[config.mk]
export PLATFORM = sky130hd
export DESIGN_NAME = lfsr_channel_blinker
export DESIGN_NICKNAME = d
export VERILOG_FILES = /design/src/rtl/lfsr_channel_blinker_pkg.sv /design/src/rtl/lfsr_channel_blinker_lfsr_param.sv /design/src/rtl/lfsr_channel_blinker.sv
export SDC_FILE = /design/constraint.sdc
export NUM_CORES = 1
export LEC_CHECK = 0
export CAP_MARGIN = 20
export CORE_MARGIN = 4
export CORE_UTILIZATION = 50
export CTS_BUF_LIST = sky130_fd_sc_hd__clkbuf_16
export DETAILED_ROUTE_END_ITERATION = 12
export PLACE_DENSITY = 0.8
export SKIP_LAST_GASP = 1
export SLEW_MARGIN = 10
export SYNTH_ARGS = -nofsm -noshare
export SYNTH_HDL_FRONTEND = slang
export SYNTH_SLANG_ARGS = --single-unit
[constraint.sdc]
create_clock -name i_Clk -period 4.5 [get_ports i_Clk]
set_clock_uncertainty 0.1 [all_clocks]
set_input_delay 0.675 -clock i_Clk [delete_from_list [all_inputs] [get_ports i_Clk]]
set_output_delay 0.675 -clock i_Clk [all_outputs]
set_load 0.01 [all_outputs]
[src/rtl/lfsr_channel_blinker_pkg.sv]
// Shared definitions for the LFSR channel blinker: mode encodings and
// known maximal-length XNOR tap masks for common LFSR widths.
package lfsr_channel_blinker_pkg;

    typedef enum logic [1:0] {
        MODE_ROUTE = 2'b00,
        MODE_CHASE = 2'b01,
        MODE_ALL   = 2'b10,
        MODE_OFF   = 2'b11
    } mode_e;

    // Bit i set = LFSR bit i feeds the XNOR; all include the MSB.
    localparam logic [3:0]  TAPS_W4  = 4'hC;
    localparam logic [7:0]  TAPS_W8  = 8'hB8;
    localparam logic [15:0] TAPS_W16 = 16'hD008;
    localparam logic [21:0] TAPS_W22 = 22'h300000;
    localparam logic [31:0] TAPS_W32 = 32'h80200003;

endpackage

[src/rtl/lfsr_channel_blinker_lfsr_param.sv]
// Generic W-bit XNOR LFSR (shift left, feedback into bit 0) with a registered
// pulse marking each return to the all-zeros start state.
module lfsr_param
    import lfsr_channel_blinker_pkg::*;
#(
    parameter int             W    = 22,
    parameter logic [W-1:0]   TAPS = TAPS_W22
) (
    input  logic         i_Clk,
    input  logic         i_Rst_L,
    input  logic         i_Enable,
    output logic [W-1:0] o_LFSR_Data,
    output logic         o_Tick
);

    logic [W-1:0] lfsr_q, lfsr_d;
    logic         tick_q, tick_d;
    logic         feedback;

    always_comb begin
        feedback = ~^(lfsr_q & TAPS);
        lfsr_d   = lfsr_q;
        if (i_Enable) begin
            lfsr_d = {lfsr_q[W-2:0], feedback};
        end
        tick_d = i_Enable && (lfsr_d == '0);
    end

    always_ff @(posedge i_Clk) begin
        if (!i_Rst_L) begin
            lfsr_q <= '0;
            tick_q <= 1'b0;
        end else begin
            lfsr_q <= lfsr_d;
            tick_q <= tick_d;
        end
    end

    assign o_LFSR_Data = lfsr_q;
    assign o_Tick      = tick_q;

endmodule

[src/rtl/lfsr_channel_blinker.sv]
// LED blinker: LFSR period timer driving N channels in route/chase/all/off
// modes, with toggle, chase index and registered output decode.
module lfsr_channel_blinker
    import lfsr_channel_blinker_pkg::*;
#(
    parameter int           W     = 22,
    parameter logic [W-1:0] TAPS  = TAPS_W22,
    parameter int           N     = 4,
    parameter int           SEL_W = $clog2(N)
) (
    input  logic             i_Clk,
    input  logic             i_Rst_L,
    input  logic             i_Enable,
    input  logic [1:0]       i_Mode,
    input  logic [SEL_W-1:0] i_Sel,
    output logic [N-1:0]     o_Chan,
    output logic             o_Tick,
    output logic [W-1:0]     o_LFSR_Data
);

    // With the MSB in the taps, the only state that advances to all-zeros
    // is 100..0, so the wrap is known one cycle ahead of the registered tick.
    localparam logic [W-1:0] WRAP_STATE = {1'b1, {(W-1){1'b0}}};

    logic [W-1:0]     lfsr_data;
    logic             tick;
    logic             wrap;
    logic             toggle_q, toggle_d;
    logic [SEL_W-1:0] idx_q, idx_d;
    logic [N-1:0]     chan_q, chan_d;

    lfsr_param #(
        .W    (W),
        .TAPS (TAPS)
    ) u_lfsr (
        .i_Clk       (i_Clk),
        .i_Rst_L     (i_Rst_L),
        .i_Enable    (i_Enable),
        .o_LFSR_Data (lfsr_data),
        .o_Tick      (tick)
    );

    assign wrap = i_Enable && (lfsr_data == WRAP_STATE);

    always_comb begin
        toggle_d = toggle_q ^ wrap;
        idx_d    = idx_q;
        if (wrap) begin
            idx_d = (idx_q == SEL_W'(N - 1)) ? '0 : idx_q + 1'b1;
        end
    end

    always_comb begin
        chan_d = '0;
        case (mode_e'(i_Mode))
            MODE_ROUTE: begin
                if ({1'b0, i_Sel} < (SEL_W + 1)'(N)) begin
                    chan_d[i_Sel] = toggle_q;
                end
            end
            MODE_CHASE: chan_d[idx_q] = 1'b1;
            MODE_ALL:   chan_d = {N{toggle_q}};
            default:    chan_d = '0;
        endcase
    end

    always_ff @(posedge i_Clk) begin
        if (!i_Rst_L) begin
            toggle_q <= 1'b0;
            idx_q    <= '0;
            chan_q   <= '0;
        end else begin
            toggle_q <= toggle_d;
            idx_q    <= idx_d;
            chan_q   <= chan_d;
        end
    end

    assign o_Chan      = chan_q;
    assign o_Tick      = tick;
    assign o_LFSR_Data = lfsr_data;

endmodule

==> key figures <==
Outcome
  • Outcome: finished clean

Global routing
  • Total gr overflow: 0
  • GRT Total Usage: 19.0%
  • Vias in the first global route: 1054
  • Largest net degree at the start of global routing: 30
  • First-pass GRT wire length: 4830 um
  • Antenna violations before repair: 0

Die
  • Initial Utilization: 55.0%
  • # rows: 17
  • IO Pins: 34
  • DIE AREA: 3400 um2
  • Die Wd: 58.3 um
  • Die span in y: 58.3 um
  • Core Region: 2300 um2

Clock tree
  • Worst skew pair latency: 0.27 ns
  • Post-CTS Setup Inserts: 0
  • Clock sinks: 30
  • Resized Gates After CTS: 0
  • Hold Buf Count CTS: 0
  • H-tree depth: 2
  • CTS root buf: clkbuf_16
  • Clock Pin Slew Worst Setup and Hold Paths: 0.05 ns
  • Num CTS Buffers: 5
  • Longest Clk Path Bufs: 2
  • CTS tree: built

Logic synthesis
  • Post-synthesis register bit count: 30
  • Top cells by count, synth: 30 x dfxtp_1, 25 x nor2_1, 22 x mux2i_1
  • Top-count cell post-synth: dfxtp_1
  • Area contributors post-synth: dfxtp_1 48%, mux2i_1 17%, nor2_1 7.4%
  • Post-Syn Nets: 141
  • Ys async rst share: 0%
  • Mapped cell area: 1260 um2
  • Post-synthesis sequential area ratio: 47.5%
  • Yosys cell types: 26
  • Top cell type's share of synthesized area: 47.5%
  • Warnings, synthesis: 0
  • Count of flip-flops with a built-in enable after synthesis: 0
  • Post-synth top area cell: dfxtp_1
  • Mapped Avg Cell Area: 9.80 um2
  • Dominant register cell in the synthesized netlist: dfxtp_1
  • Gate Count Post-Synth: 129

Placed design
  • Dpl hpwl: 2060 um
  • GPL Wtd Cong: 0.753
  • Port-buffer cells: 33
  • Placed cell area: 1610 um2
  • Cells after DPL: 185

Setup path
  • Worst R2R Path Depth: 4
  • CP required: 4.58 ns
  • RR Endpoint: idx_q[0]$_SDFFE_PN0P_
  • Cell Chain, Critical Path: clkdlybuf4s50_1 -> buf_4 -> nor4b_4 -> nand4_2 -> or4_1 -> a21oi_1
  • CP max stage cell: or4_1
  • Reg2reg setup slack: 2.75 ns
  • CP max stage delay: 0.53 ns
  • Worst path top cell family by delay: simple AND/OR/NAND/NOR gates
  • CP bufs+invs: 2
  • Arr. time, crit path: 2.65 ns
  • Reg-to-reg startpoint: u_lfsr.o_LFSR_Data[17]$_SDFF_PN0_
  • Critical Setup Path Class: input port to flip-flop
  • CP Launch Type: input port
  • Crit end category: flip-flop
  • Crit-path max FO: 25

Hold path
  • Hold Path End: u_lfsr.o_Tick$_SDFF_PN0_
  • WHS Path Cells: 1
  • Hold Path Origin: u_lfsr.o_LFSR_Data[20]$_SDFF_PN0_
  • Min-delay worst type: flip-flop to flip-flop

Routing
  • WL met2: 1340 um
  • Max Used Layer: met4
  • Drt total wl: 2880 um
  • Drt wl/cell: 15.0 um
  • Iter 0 DRT Violations: 14
  • Vias/cell: 5.33
  • Vias: 1023
  • Detail Route Antenna Nets: 0
  • M1 WL: 1300 um
  • Initial DRT Pass Iterations: 4
  • Drt drc: 0
  • Met3 wire length: 159 um

Layout
  • Ant. Diodes: 0
  • P&R area growth vs syn: 37.7%
  • Util after Layout: 75.8%
  • Post-route cell area: 1740 um2
  • Non-Filler Instances: 192
  • Final-stage net count: 176
  • Layout cells sized above 1: 5.49%

Flow run
  • Maxcap violations: 0

STA
  • Final Cycle Share: 57.1%
  • Worst-Margin Slew: 0.843 ns
  • Fin Setup TNS: 0 ns
  • Min Hold Slack: 0.422 ns
  • Fmax: 389 MHz
  • Fin. Hold Viols: 0
  • Max-slew headroom: 43.8%
  • Period minus WS final: 2.57 ns
  • Setup-failing EPs final: 0
  • Max Transition Viols Final: 0
  • RSZ-0062 raised after global routing: false

Power
  • Power Density: 344 nW/um2
  • VDD IR max: 0.307 mV
  • Leak: 0.702 nW
power by group:
group          leakage [nW]  internal [W]  total [W]  switching, W
Sequential            0.242      0.000269   0.000271    0.00000247
Clock                0.0723      0.000196   0.000294     0.0000978
Combinational         0.387     0.0000173  0.0000340     0.0000168
layout by cell type, fill, tap and decap left out, types with 2 or more instances in the layout:
cell	Yosys	routed
clkbuf_16	0	5
ha_1	5	5
clkdlybuf4s50_1	0	33
mux2i_1	22	22
nor4_1	2	2
o21a_1	2	2
nand2_1	3	3
dfxtp_1	30	30
nor2_1	25	25
inv_1	5	7
a21oi_1	5	5
nor3_1	4	4
nor2b_1	4	4
o21ai_0	6	6
stage by stage:
step           power, W  setup WS (ns)
2_1_floorplan  0.000297           2.57
3_3_place_gp   0.000309           1.76
3_5_place_dp   0.000310           1.66
4_1_cts        0.000605           1.93
5_1_grt        0.000622           1.84
6_report       0.000599           1.93
flip-flops by register name (all words and copies together), names as in the netlist:
register            count
idx_q                   2
o_Chan                  4
toggle_q                1
u_lfsr.o_LFSR_Data     22
u_lfsr.o_Tick           1
per-layer routing:
layer	global-route usage, %	vias to the layer above
li1	-	509
met1	22.1	472
met2	30.1	35
met3	6.68	7
met4	10.6	0
met5	0	-
cells by family (layout without fill, tap and decap cells):
family | count (synthesis) | count (layout) | synth area share [%]
simple gates | 46 | 46 | 19.6
flops | 30 | 30 | 47.5
mux | 22 | 22 | 17.4
compound gates | 15 | 15 | 6.73
buf+inv | 11 | 46 | 3.76
fa+ha+maj | 5 | 5 | 4.95
final cells by class:
type / instances / area, um2
clock inverter: 2 / 7.51
inverter: 5 / 18.8
clock buffer: 5 / 125
fill: 172 / 557
tap: 28 / 35.0
sequential: 30 / 601
multi-input combinational: 88 / 616
timing repair buffer: 34 / 338
how the worst max path moves through the flow:
stage                         from                    end  slack [ns]  cells after the start
after CTS                 i_Enable  idx_q[0]$_SDFFE_PN0P_        1.93                      6
after global routing      i_Enable  idx_q[0]$_SDFFE_PN0P_        1.84                      6
after detailed placement  i_Enable  idx_q[0]$_SDFFE_PN0P_        1.66                      6
final                     i_Enable  idx_q[0]$_SDFFE_PN0P_        1.93                      6
after floorplan           i_Enable  idx_q[0]$_SDFFE_PN0P_        2.57                      5
after global placement    i_Enable  idx_q[0]$_SDFFE_PN0P_        1.76                      6
Power figures use the tool's default switching activity.
==> RTL edit 1, RTL diff (same flow settings) <==
Put a register stage on the output `o_LFSR_Data`. The value now appears one clock later. The other outputs are not delayed to match.
--- a/src/rtl/lfsr_channel_blinker.sv
+++ b/src/rtl/lfsr_channel_blinker.sv
@@ -21,6 +21,8 @@
     // With the MSB in the taps, the only state that advances to all-zeros
     // is 100..0, so the wrap is known one cycle ahead of the registered tick.
     localparam logic [W-1:0] WRAP_STATE = {1'b1, {(W-1){1'b0}}};
+
+    logic [W-1:0] o_LFSR_Data_d;
 
     logic [W-1:0]     lfsr_data;
     logic             tick;
@@ -78,7 +80,11 @@
 
     assign o_Chan      = chan_q;
     assign o_Tick      = tick;
-    assign o_LFSR_Data = lfsr_data;
+    assign o_LFSR_Data_d = lfsr_data;
+
+    always_ff @(posedge i_Clk) begin
+        o_LFSR_Data <= o_LFSR_Data_d;
+    end
 
 endmodule
 
Behaviour: not the same (a bounded check fails within 4 cycles, from zero or initial values and one cycle with i_Rst_L low).
==> RTL edit 1 against the original RTL <==
Total power up 45%. Utilization down 8.9 points. Sequential cell count up 22. Design area up 28%. Worst setup slack better by 87 ps. Via count up 14%. Routed wire length up 5.4%. Area after synthesis up 36%. Non-clock buffer count unchanged. Die area up 31%.
==> RTL edit 1: results (changes against the original RTL) <==
Outcome
  • Status: finished, final reports clean (unchanged)

Finish
  • Non-CTS inverters: 4 (was 5)
  • Sequential cell area share: 46.7% (was 34.5%)
  • Proportion of layout cells with a drive suffix above 1: 6.95% (was 5.49%)
  • Non-clk buf share: 15.1% (was 19.4%)
  • Fillcell total: 281 (was 172)
  • Area of the multi-input gates: 632 um2 (was 616 um2)
  • Clock buf/inv share: 6.62% (was 7.62%)
  • #MultiIn Comb: 89 (was 88)
  • Layout Nets: 198 (was 176)

Synthesis
  • Top post-synthesis cells by count: dfxtp_1 (52), nor2_1 (24), mux2i_1 (22) (was dfxtp_1 (30), nor2_1 (25), mux2i_1 (22))
  • Synth cell types: 27 (was 26)
  • Register bit count reported by yosys: 52 (was 30)
  • Register area share after synthesis: 60.6% (was 47.5%)
  • Synth Net Count: 163 (was 141)

Placed design
  • Detailed placement HPWL: 2210 um (was 2060 um)
  • Dpl cell area: 2080 um2 (was 1610 um2)
  • Setup WS pre-CTS: 1730 ps (was 1660 ps)

Die
  • Row cnt: 21 (was 17)

Clocking
  • Clock Pin Slew Worst Setup and Hold Paths: 70 ps (was 50 ps)
  • Clk Latency, worst-skew pair: 290 ps (was 270 ps)

Detailed routing
  • Drt first-iter violations: 37 (was 14)
  • Vias: 1167 (was 1023)
  • Pre-antenna DRT Iters: 3 (was 4)
  • Avg WL per Cell: 13.0 um (was 15.0 um)

Pwr
  • Max VDD drop: 0.331 mV (was 0.307 mV)
  • Int Power: 0.689 mW (was 0.482 mW)
  • Leak: 0.897 nW (was 0.702 nW)
  • Switching share of power: 20.8% (was 19.5%)

Worst setup path
  • Crit path largest cell delay: 500 ps (was 530 ps)
  • CP arrival: 2600 ps (was 2650 ps)

Global routing
  • Vias in the first global route: 1205 (was 1054)
  • Met1 usage: 18.0% (was 22.1%)
  • Grt met3 use: 4.55% (was 6.68%)
  • First-pass GRT wire length: 5270 um (was 4830 um)
  • Largest net degree at the start of global routing: 31 (was 30)
  • Routing usage on met2: 25.7% (was 30.1%)

Timing
  • Slew HR: 42.1% (was 43.8%)

Worst hold path
  • Hold path start: u_lfsr.o_LFSR_Data[10] (was u_lfsr.o_LFSR_Data[20])
-- RTL edit 1: final timing paths --
path	slack (ps)	depth (start not counted)	end
worst max register to register	2750	4	idx_q[0]
worst min-delay path	290	0	o_LFSR_Data[10]
worst min register to register	290	0	o_LFSR_Data[10]
worst max-delay path	2020	6	idx_q[0]
-- RTL edit 1: per-layer routing --
layer / vias to the layer above / wire length, um
met1: 554 / 1360
met4: 0 / 76
met3: 7 / 136
met2: 23 / 1460
li1: 583 / -
met5: - / 0
-- RTL edit 1: cells by family (layout without fill, tap and decap cells) --
logic type,Yosys count,count (layout),synth area share (%)
AND/OR/NAND/NOR,47,47,15.7
flip-flops,52,52,60.6
adder cells (fa/ha/maj),5,5,3.64
buffers and inverters,10,46,2.55
multiplexers,22,22,12.8
AO/OA/AOI/OAI,15,15,4.66
-- RTL edit 1: stage by stage --
stage	utilization [%]	instances	hold WS, ps
floorplan	-	151	262
global placement	62.4	225	279
global route	66.9	233	300
CTS	66.9	233	292
finish	66.9	233	293
detailed placement	62.4	225	283
==> RTL edit 2, RTL diff (config.mk and constraints unchanged) <==
Made on the original files. Set the parameter `N` to 16 (it was 4).
--- a/src/rtl/lfsr_channel_blinker.sv
+++ b/src/rtl/lfsr_channel_blinker.sv
@@ -5,7 +5,7 @@
 #(
     parameter int           W     = 22,
     parameter logic [W-1:0] TAPS  = TAPS_W22,
-    parameter int           N     = 4,
+    parameter int           N     = 16,
     parameter int           SEL_W = $clog2(N)
 ) (
     input  logic             i_Clk,
Ports: changed (resized i_Sel and o_Chan); port bits go from 34 to 48. The function was not compared with the original's and may differ.
==> RTL edit 2 against the original RTL <==
Total power increased by 29%. Register-to-register slack got worse by 140 ps. Design area increased by 48%. Worst setup slack got worse by 83 ps. Area after synthesis increased by 54%. Routed wire length increased by 49%. Sequential cell count increased by 14. Critical endpoint is now idx_q[2]. Largest power group is now sequential cells. Highest routed layer unchanged.
==> RTL edit 2: results (changes against the original RTL) <==
Placed design
  • Cell count after placement: 291 (was 185)
  • I/O Buffers: 47 (was 33)
  • Dpl cell area: 2430 um2 (was 1610 um2)
  • Detailed placement HPWL: 2950 um (was 2060 um)

Worst hold path
  • WHS Endpoint: toggle_q (was u_lfsr.o_Tick)
  • Min-Delay Path Depth: 2 (was 1)

Detailed routing
  • DRT Wirelength: 4280 um (was 2880 um)
  • Vias per Instance: 5.60 (was 5.33)
  • Drt first-iter violations: 143 (was 14)

Finish
  • Fraction of area in multi-input gates: 38.6% (was 35.4%)
  • Final instance count without filler cells: 299 (was 192)
  • Count of non-CTS buffers in the layout: 48 (was 34)
  • Register area: 881 um2 (was 601 um2)
  • Clock buf/inv share: 5.31% (was 7.62%)
  • Layout Nets: 264 (was 176)
  • Area of the multi-input gates: 991 um2 (was 616 um2)
  • Non-CTS inverters: 6 (was 5)
  • #MultiIn Comb: 145 (was 88)

Timing
  • Peak Freq: 377 MHz (was 389 MHz)
  • Final WS setup: 1850 ps (was 1930 ps)

Clocking
  • TritonCTS Sinks: 44 (was 30)

Pwr
  • Max VDD drop: 0.187 mV (was 0.307 mV)

Global routing
  • Overall Global Routing Usage: 17.9% (was 19.0%)

Synthesis
  • Top post-synthesis cells by count: dfxtp_1 (44), nor2_1 (25), mux2i_1 (22) (was dfxtp_1 (30), nor2_1 (25), mux2i_1 (22))
  • Synth cell types: 36 (was 26)
  • Register area share after synthesis: 45.2% (was 47.5%)

Worst setup path
  • CP endpoint: idx_q[2] (was idx_q[0])
  • Reg2reg start: u_lfsr.o_LFSR_Data[14] (was u_lfsr.o_LFSR_Data[17])

Die
  • Tap cells: 48 (was 28)

Outcome
  • Status: finished, final reports clean (unchanged)
## RTL edit 2: worst max-delay path, cell delays in order
cell             delay [ps]
clkdlybuf4s50_1         450
buf_4                   350
nor4b_2                 270
nand3_1                 320
or4_1                   560
a21oi_1                 140
## RTL edit 2: kinds of logic after synthesis
group / Yosys count / share of synthesized area (%)
flip-flops: 44 / 45.2
buffers and inverters: 17 / 3.98
AO/OA/AOI/OAI: 27 / 8.79
AND/OR/NAND/NOR: 91 / 27.5
multiplexers: 22 / 11.3
adder cells (fa/ha/maj): 5 / 3.21
## RTL edit 2: report_power, final
| part | internal [mW] | total (mW) | leakage, nW | switching, mW |
|---|---|---|---|---|
| sequential | 0.392 | 0.395 | 0.355 | 0.00269 |
| combinational | 0.0207 | 0.0475 | 0.521 | 0.0268 |
| clock | 0.199 | 0.332 | 0.0738 | 0.133 |
## RTL edit 2: layer usage
layer  track usage [%]  wire (um)
met5                 0          0
met4              7.87         74
met3              4.03        268
met2              28.5       1990
met1              22.9       1950
